<file path="config.mk">
export PLATFORM = sky130hd
export DESIGN_NAME = chunked_addsub
export DESIGN_NICKNAME = d
export VERILOG_FILES = /design/src/rtl/chunked_addsub.sv
export SDC_FILE = /design/constraint.sdc
export NUM_CORES = 1
export LEC_CHECK = 0
export CELL_PAD_IN_SITES_DETAIL_PLACEMENT = 0
export CELL_PAD_IN_SITES_GLOBAL_PLACEMENT = 1
export CORE_MARGIN = 10
export CORE_UTILIZATION = 35
export CTS_CLUSTER_SIZE = 24
export DETAILED_ROUTE_END_ITERATION = 6
export PLACE_DENSITY = 0.83
export SYNTH_ARGS = -nofsm -noshare
export SYNTH_HDL_FRONTEND = slang
export SYNTH_SLANG_ARGS = --single-unit
export TNS_END_PERCENT = 1
</file>
<file path="constraint.sdc">
create_clock -name clk -period 2.8 [get_ports clk]
set_input_delay 0.42 -clock clk [delete_from_list [all_inputs] [get_ports clk]]
set_output_delay 0.42 -clock clk [all_outputs]
set_load 0.03 [all_outputs]
</file>
<file path="src/rtl/chunked_addsub.sv">
// Multi-cycle adder/subtractor: processes BW-bit operands CW bits per clock,
// LSB slice first, with the inter-slice carry held in a register.
module chunked_addsub #(
   parameter int BW = 16,
   parameter int CW = 4
) (
   input  logic          clk,
   input  logic          rst_n,
   input  logic          in_valid,
   output logic          in_ready,
   input  logic [BW-1:0] a,
   input  logic [BW-1:0] b,
   input  logic          cin,
   input  logic          sub,
   output logic          out_valid,
   input  logic          out_ready,
   output logic [BW-1:0] sum,
   output logic          cout,
   output logic          ovf,
   output logic          busy
);

   localparam int NCHUNK = BW / CW;
   localparam int CNTW   = (NCHUNK > 1) ? $clog2(NCHUNK) : 1;
   localparam logic [CNTW-1:0] LAST = CNTW'(NCHUNK - 1);

   typedef enum logic [1:0] {IDLE, RUN, DONE} state_t;

   state_t          state_q;
   logic [CNTW-1:0] cnt_q;
   logic            carry_q;
   logic [BW-1:0]   opa_q;
   logic [BW-1:0]   opb_q;
   logic [CW-1:0]   res_q [NCHUNK];
   logic            cout_q;
   logic            ovf_q;

   logic [CW-1:0]   opa_slice [NCHUNK];
   logic [CW-1:0]   opb_slice [NCHUNK];
   logic [CW:0]     slice_d;

   genvar gi;
   generate
      for (gi = 0; gi < NCHUNK; gi++) begin : g_slice
         assign opa_slice[gi]          = opa_q[gi*CW +: CW];
         assign opb_slice[gi]          = opb_q[gi*CW +: CW];
         assign sum[gi*CW +: CW]       = res_q[gi];
      end
   endgenerate

   assign slice_d = {1'b0, opa_slice[cnt_q]} + {1'b0, opb_slice[cnt_q]}
                  + {{CW{1'b0}}, carry_q};

   always_ff @(posedge clk) begin
      if (!rst_n) begin
         state_q <= IDLE;
         cnt_q   <= '0;
         carry_q <= 1'b0;
         opa_q   <= '0;
         opb_q   <= '0;
         cout_q  <= 1'b0;
         ovf_q   <= 1'b0;
         for (int i = 0; i < NCHUNK; i++) res_q[i] <= '0;
      end else begin
         case (state_q)
            IDLE: begin
               if (in_valid) begin
                  // Subtraction is A + ~B + ~borrow, so B and the carry are inverted here.
                  opa_q   <= a;
                  opb_q   <= sub ? ~b : b;
                  carry_q <= sub ? ~cin : cin;
                  cnt_q   <= '0;
                  state_q <= RUN;
               end
            end
            RUN: begin
               res_q[cnt_q] <= slice_d[CW-1:0];
               carry_q      <= slice_d[CW];
               if (cnt_q == LAST) begin
                  cout_q  <= slice_d[CW];
                  ovf_q   <= (opa_q[BW-1] == opb_q[BW-1]) &&
                             (slice_d[CW-1] != opa_q[BW-1]);
                  state_q <= DONE;
               end else begin
                  cnt_q <= cnt_q + 1'b1;
               end
            end
            DONE: begin
               if (out_ready) state_q <= IDLE;
            end
            default: state_q <= IDLE;
         endcase
      end
   end

   assign in_ready  = rst_n && (state_q == IDLE);
   assign out_valid = (state_q == DONE);
   assign busy      = (state_q != IDLE);
   assign cout      = cout_q;
   assign ovf       = ovf_q;

endmodule

</file>
### Word level (Yosys, flattened, before mapping)

Memories as Yosys holds them, arrays and structs flattened.
Cells that the tools add are included.

* $add $sub $neg: 3
* $mul: 0
* divide/modulo/power cells: 0
* magnitude comparators: 1
* equality and inequality tests: 9
* shift operators: 0
* mux-type cells: 24
* bitwise gates (word level): 3
* reduce and logical (&&, ||, !) cells: 11

Operators with widths (number)
* $mux 4: 5
* $bmux 4 s2: 2
* $mux 16: 1
* $not 16->16: 1
* $mux 2: 6
* $mux 1: 7
* $ne 2x2->1 const B: 3
* $pmux 2 s3: 1
* $reduce_and 2->1: 3
* $reduce_and 3->1: 2
* $add 4x4->5: 1
* $add 5x1->5: 1
* $eq 2x2->1 const B: 2
* $pmux 2 s2: 1
* $reduce_bool 2->1: 2
* $reduce_or 4->1: 1
* $ge 3x3->1 const B: 1
* $not 2->3: 1
* $add 2x1->2 const B: 1
* $eq 2x1->1 const B: 1
* $logic_and 1x1->1: 2
* $logic_not 2->1: 1
* $ne 2x1->1 const B: 1
* $pmux 1 s2: 1
* 3 further kinds: 3

* flip-flop bits (word level): 39
* bits in latches: 0
* memory bits (writable): 16
* memory bits (read-only): 0
* input bits: 38
* output and inout port bits: 21
* word-level logic and storage cells: 59
* memories kept: 1

Memory list
* res_q: depth 4, width 4, rd ports 4, clocked after memory_dff 0, wr ports 4, line 34 `logic [CW-1:0] res_q [NCHUNK];`

### Longest topological paths before layout

Gate-level depths: netlist of run 1.

* word-level depth: 8
* depth in mapped cells: 8
* mapped depth without buffers: 7

### Worst setup path before layout of run 1

Ideal clock, no wire load.

* path kind: reg2reg
* start: reg cnt_q[0]
* end: reg carry_q
* arrival time: 2.450 ns
* required time: 2.685 ns
* path slack: 0.235 ns
* cell stages (with the launch flop): 8
* path buffers: 0
* path through: dfxtp_1 -> mux4_2 -> fa_1 -> fa_1 -> a21o_2 -> a21oi_1 -> o221ai_1 -> and2_1

* longest elaborated chain between the ends: 7

Ends and longest elaborated chain
* from (decl): line 30 `logic [CNTW-1:0] cnt_q;`
* from (signal assigned): line 85 `cnt_q <= cnt_q + 1'b1;`
* $not 2->3 (implied by the code) *: line 51 `assign slice_d = {1'b0, opa_slice[cnt_q]} + {1'b0, opb_slice[cnt_q]}`
* $bmux 4 s2: line 51
* $mux 4 (implied by the code) (2 in a row): line 51
* $add 4x4->5 *: line 51
* $add 5x1->5 *: line 52 `+ {{CW{1'b0}}, carry_q};`
* $pmux 1 s2 *: line 65 `case (state_q)`
* to (signal assigned): line 71 `carry_q <= sub ? ~cin : cin;`
* to (signal assigned): line 78 `carry_q <= slice_d[CW];`
* to (decl): line 31 `logic carry_q;`

Mark *: on every way between the ends. The rest lies on a longest branch, timed or not. The select of a mux whose other input is x is not followed.
A chain may end at the register's enable or synchronous reset.

### Worst setup path in the final report of run 1

Ends and elaborated chain as after synthesis.

==> results.cfg, run 1 <==
[sta]
fin_crit_sh_pct = 93.18
final.min_clock_period_ns = 2.609
tns_ns = 0
rsz0062_at_grt = false
fin_worst_skew_ns = 0.008482
slew_violations = 0
setup_viol = 0
tightest_slew_ns = 0.5925
fmax_mhz = 383.3
hold_violations = 0
relSlewSlack_pct = 60.08

[power]
ir_worst_vdd_v = 0.0002719
power_per_cell_area_nw_per_um2 = 492.9
p_leak_uw = 0.001380
power_uw = 1668

[route]
dr.pass1.iters = 4
vias_per_cell = 4.657
ant_nets = 0
first_iter_violations = 78
wire_per_inst_um = 13.91
via_count = 1886
drc = 0
routed_wirelength_um = 5632

[floorplanning]
core-area_um2 = 7253
die_h_um = 106.3
dieArea_um2 = 11290
ioPinCount = 59
fp-row-count = 31
dieWidth_um = 106.3
initial_core_util_pct = 35.90

[clock_tree]
clk_pin_slew_ns = 0.10
postCtsHoldBufs = 0
clk_path_buf_depth = 2
post_cts_buffers = 0
tritoncts = done
clk_latency_ns = 0.31
ctsRootBufferMaster = clkbuf_8
h-tree-depth = 2
cts_sinks = 55
ctsResizeCount = 0
cts_buffers = 5

[global_routing]
met2_usage_pct = 16.25
grt_overflow = 0
grt_pass1_wl_um = 9363
use_met1_pct = 12.43
grt_pass1_vias = 1951
grt_max_degree = 50
antenna_found_initial = 0
grt_usage_pct = 10.16
grt.busiest_layer = met2
grt.met3_usage_pct = 3.563

[flow_run]
maxCapViolCount = 0

[critical_path]
rr_startpoint = cnt_q[0]
cp_slowest_stage_delay_ns = 0.42
critPathKind = reg -> reg
crit_arrival_ns = 2.82
path_common_cell = fa_1
start_kind = register
required_ns = 3.01
crit_slowest_cell = fa_1
crit_path_start = cnt_q[0]
critPathMaxFanout = 14
path_cells = buf_4, mux4_2, fa_1, fa_1, a21o_2, a21oi_1, o221ai_1, and2_1
endpoint_kind = register

[status]
status = finished, final reports clean

[yosys]
avgSynthCellArea_um2 = 10.46
netlist_area_um2 = 2604
mappedNetlistNets = 293
synthFlopType = dfxtp_1
synth_edf_count = 16
syn_inst = 249
yosys.cell_types.count = 37
ys_ff_latch = 55
ys_seq_area_share_pct = 48.44
yosys_warnings = 0
async_reset_ff_share_pct = 0

[hold_path]
hp-start = opa_q[13]
hold_path.class = reg -> reg

[placement]
port_buffers = 58
place_congestion = 0.7735
dp_hpwl_um = 4342

[final_layout]
final_nets = 349
drive_gt1_share_pct = 9.804
area_delta_synth_final_pct = 29.99
antennaDiodeCount = 0
-- registers in the layout, indices dropped and copies added (netlist names) --
name,flops
opa_q,16
opb_q,16
res_q,16
cnt_q,2
state_q,2
carry_q,1
cout,1
ovf,1
-- layout make-up --
class	instances	area, um^2
well taps	99	123.9
flip-flops and latches	55	1261
repair buffers	65	643.1
multi-input cells	173	1246
inverters	5	18.77
fillers	697	3869
clock buffers	5	68.82
clock inverters	3	22.52
-- kinds of logic after synthesis --
group	count (synthesis)	share of synthesized area, %
flops	55	48.44
buf+inv	21	3.940
xor+xnor	18	6.055
simple gates	94	16.53
mux	9	7.304
compound gates	46	14.27
fa+ha+maj	6	3.460
-- worst max-delay path: cells and delay by family (launching register included) --
family                     cells  cell delay [ns]
muxes                          1             0.34
DFF                            1             0.36
buffers and inverters          1             0.23
and+or+nand+nor                1             0.17
adders and majority gates      2             0.84
AOI/OAI and AO/OA              3             0.58
-- where the power goes --
| part | internal, uW | total (uW) | switching, uW |
|---|---|---|---|
| clock | 179 | 435 | 256 |
| combinational | 169 | 336 | 168 |
| sequential | 869 | 897 | 28.0 |
| total | 1220 | 1670 | 452 |
-- layout by cell type (no fill, tap or decap), types with 2 or more instances in the layout --
master	synthesis	final
clkdlybuf4s50_1	0	57
nand2_1	54	54
dfxtp_1	39	39
nor2_1	20	20
xnor2_1	18	18
o211a_1	17	17
a21boi_0	16	16
edfxtp_1	16	16
mux4_2	8	8
buf_4	4	7
nor2b_1	5	5
inv_1	5	5
clkbuf_8	0	5
a21oi_1	4	4
ha_1	4	4
o21ai_0	3	3
nand4b_1	2	2
and2_1	2	2
nor3b_1	2	2
fa_1	2	2
-- stage by stage --
| step | std cells | util, % | hold WS [ns] | cell area [um^2] | setup WS, ns |
|---|---|---|---|---|---|
| floorplan | 249 | - | 0.4402 | 2604 | 0.2347 |
| global placement | 397 | 45.40 | 0.4521 | 3293 | 0.2705 |
| detailed placement | 397 | 45.40 | 0.4587 | 3293 | 0.2062 |
| CTS | 405 | 46.66 | 0.4729 | 3385 | 0.2014 |
| global route | 405 | 46.66 | 0.4919 | 3385 | 0.08078 |
| finish | 405 | 46.66 | 0.4696 | 3385 | 0.1909 |
-- Yosys cell counts (2+ instances only) --
cell | number | area, um^2
nand4b_1 | 2 | 17.52
nor3b_1 | 2 | 15.01
buf_2 | 6 | 30.03
nand2_1 | 54 | 202.7
dfxtp_1 | 39 | 780.8
edfxtp_1 | 16 | 480.5
fa_1 | 2 | 40.04
nor2_1 | 20 | 75.07
mux4_2 | 8 | 180.2
o21ai_0 | 3 | 15.01
xnor2_1 | 18 | 157.7
ha_1 | 4 | 50.05
and2_1 | 2 | 12.51
clkbuf_1 | 5 | 18.77
buf_4 | 4 | 30.03
a21boi_0 | 16 | 120.1
a21oi_1 | 4 | 20.02
o211a_1 | 17 | 170.2
inv_1 | 5 | 18.77
nor2b_1 | 5 | 31.28
-- final timing paths --
check	cells past startpoint	slack, ns	end
worst min register to register	2	0.47	opa_q[13]
worst min-delay path	2	0.47	opa_q[13]
worst max-delay path	8	0.19	carry_q
worst max register to register	8	0.19	carry_q
-- layer usage --
metal / up-vias / wire length (um)
li1: 971 / -
met1: 865 / 2620
met2: 46 / 2623
met3: 4 / 318
met4: 0 / 70
met5: - / 0
Note: power is estimated with default switching activity, not from simulation.
==> inputs of run 2 (changes only) <==
- CORE_MARGIN: 10 -> unset
- SKIP_LAST_GASP: unset -> 1
==> results.cfg, run 2 (same netlist as run 1, synthesis figures left out) <==
[global_routing]
grt_usage_pct = 13.83
antenna_found_initial = 0
grt_pass1_vias = 1762
grt_pass1_wl_um = 8259
grt_max_degree = 50
grt_overflow = 0

[hold_path]
hold_path.class = reg -> reg
hp-start = opa_q[13]
holdPathEnd = opa_q[13]
holdPathStages = 2

[clock_tree]
clk_latency_ns = 0.30
ctsResizeCount = 0
clk_pin_slew_ns = 0.10
clk_path_buf_depth = 2
post_cts_buffers = 0
ctsRootBufferMaster = clkbuf_8
cts_buffers = 5
h-tree-depth = 2
tritoncts = done
cts_sinks = 55
postCtsHoldBufs = 0

[final_layout]
largest_registers = opa_q (16), opb_q (16), res_q (16)
mostFrequentLayoutCells = 57 x clkdlybuf4s50_1, 54 x nand2_1, 39 x dfxtp_1, 20 x nor2_1, 18 x xnor2_1
fillers = 728
antennaDiodeCount = 0
area_delta_synth_final_pct = 30.47
final_nets = 349
final_common_cell = clkdlybuf4s50_1
drive_gt1_share_pct = 9.804

[route]
ant_nets = 0
vias_per_cell = 4.647
routed_wirelength_um = 4862
via_count = 1882
drc = 0
dr.pass1.iters = 4
wire_per_inst_um = 12.00
first_iter_violations = 88

[critical_path]
endpoint_kind = register
r2r_cells = 8
rr_startpoint = cnt_q[0]
start_kind = register
r2r_slack_ns = 0.21
path_cells = buf_4, mux4_2, fa_1, fa_1, a21o_2, a21oi_1, o221ai_1, and2_1
cp_slowest_stage_delay_ns = 0.42
crit_arrival_ns = 2.80
crit_slowest_cell = fa_1
path_common_cell = fa_1
r2r-end = carry_q
cpLargestDelayFamily = adder cells
critPathKind = reg -> reg
critPathMaxFanout = 14
cp_num_buf_inv = 1
required_ns = 3.01

[power]
power_per_cell_area_nw_per_um2 = 516.7
power_uw = 1755
p_leak_uw = 0.001390
ir_worst_vdd_v = 0.0002303

[sta]
relSlewSlack_pct = 55.27
tns_ns = 0
slew_violations = 0
rsz0062_at_grt = false
final.min_clock_period_ns = 2.588
fmax_mhz = 386.4
tightest_slew_ns = 0.6688
setup_viol = 0
hold_violations = 0
fin_worst_skew_ns = 0.009467
fin_crit_sh_pct = 92.42

[floorplanning]
dieWidth_um = 88.25
die_h_um = 88.25
initial_core_util_pct = 36.09
dieArea_um2 = 7788
core-area_um2 = 7214
fp-row-count = 31
ioPinCount = 59

[placement]
place_congestion = 0.7893
port_buffers = 58
dp_hpwl_um = 3704

[flow_run]
maxCapViolCount = 0

[status]
status = finished, final reports clean
==> run 2: changes by cell type in the layout (fill, tap and decap cells not counted), sizes merged <==
cell	before	now
bufinv	0	1
clkinvlp	1	0
==> run 2: worst max path at each step <==
stage,startpoint,endpoint,slack [ns],depth (start not counted)
6_report,cnt_q[0],carry_q,0.21,8
5_1_grt,cnt_q[0],carry_q,0.08,8
4_1_cts,cnt_q[0],carry_q,0.20,8
3_5_place_dp,cnt_q[0],carry_q,0.22,8
3_3_place_gp,cnt_q[0],carry_q,0.28,8
2_1_floorplan,cnt_q[0],carry_q,0.23,7
==> run 2: worst min-delay path: stages (launching register included) <==
cell and delay (ns):
dfxtp_1 0.32, nand2_1 0.05, a21boi_0 0.06
==> run 2: report_power, final <==
group / switching (uW) / internal (uW) / leakage, uW / total, uW
registers: 26.9 / 869 / 0.000487 / 896
clock network: 257 / 271 / 0.0000587 / 528
logic: 165 / 166 / 0.000844 / 331
total: 449 / 1310 / 0.00139 / 1760
==> run 2: metrics by stage <==
stage | utilization, % | instance area, um^2 | hold WS (ns) | setup slack (ns) | std cells
after floorplan | - | 2604 | 0.4402 | 0.2347 | 249
after global placement | 45.47 | 3281 | 0.4518 | 0.2779 | 397
after detailed placement | 45.47 | 3281 | 0.4583 | 0.2229 | 397
after CTS | 47.09 | 3397 | 0.4724 | 0.2049 | 405
after global routing | 47.09 | 3397 | 0.4935 | 0.07626 | 405
final | 47.09 | 3397 | 0.4716 | 0.2121 | 405
==> run 2: per-layer routing <==
layer  share of wire [%]  global-route usage (%)
met1                  48                   18.24
met2                  46                   22.94
met3                 4.5                   3.545
met4                0.70                   3.079
met5                   0                       0
==> run 2: cell type report <==
type | instances | area, um^2 | share of cell area, %
Clock buffer | 5 | 68.82 | 2.026
Clock inverter | 3 | 47.55 | 1.400
Inverter | 5 | 18.77 | 0.5525
Multi-Input combinational cell | 173 | 1246 | 36.69
Sequential cell | 55 | 1261 | 37.13
Tap cell | 99 | 123.9 | 3.646
Timing Repair Buffer | 65 | 630.6 | 18.56
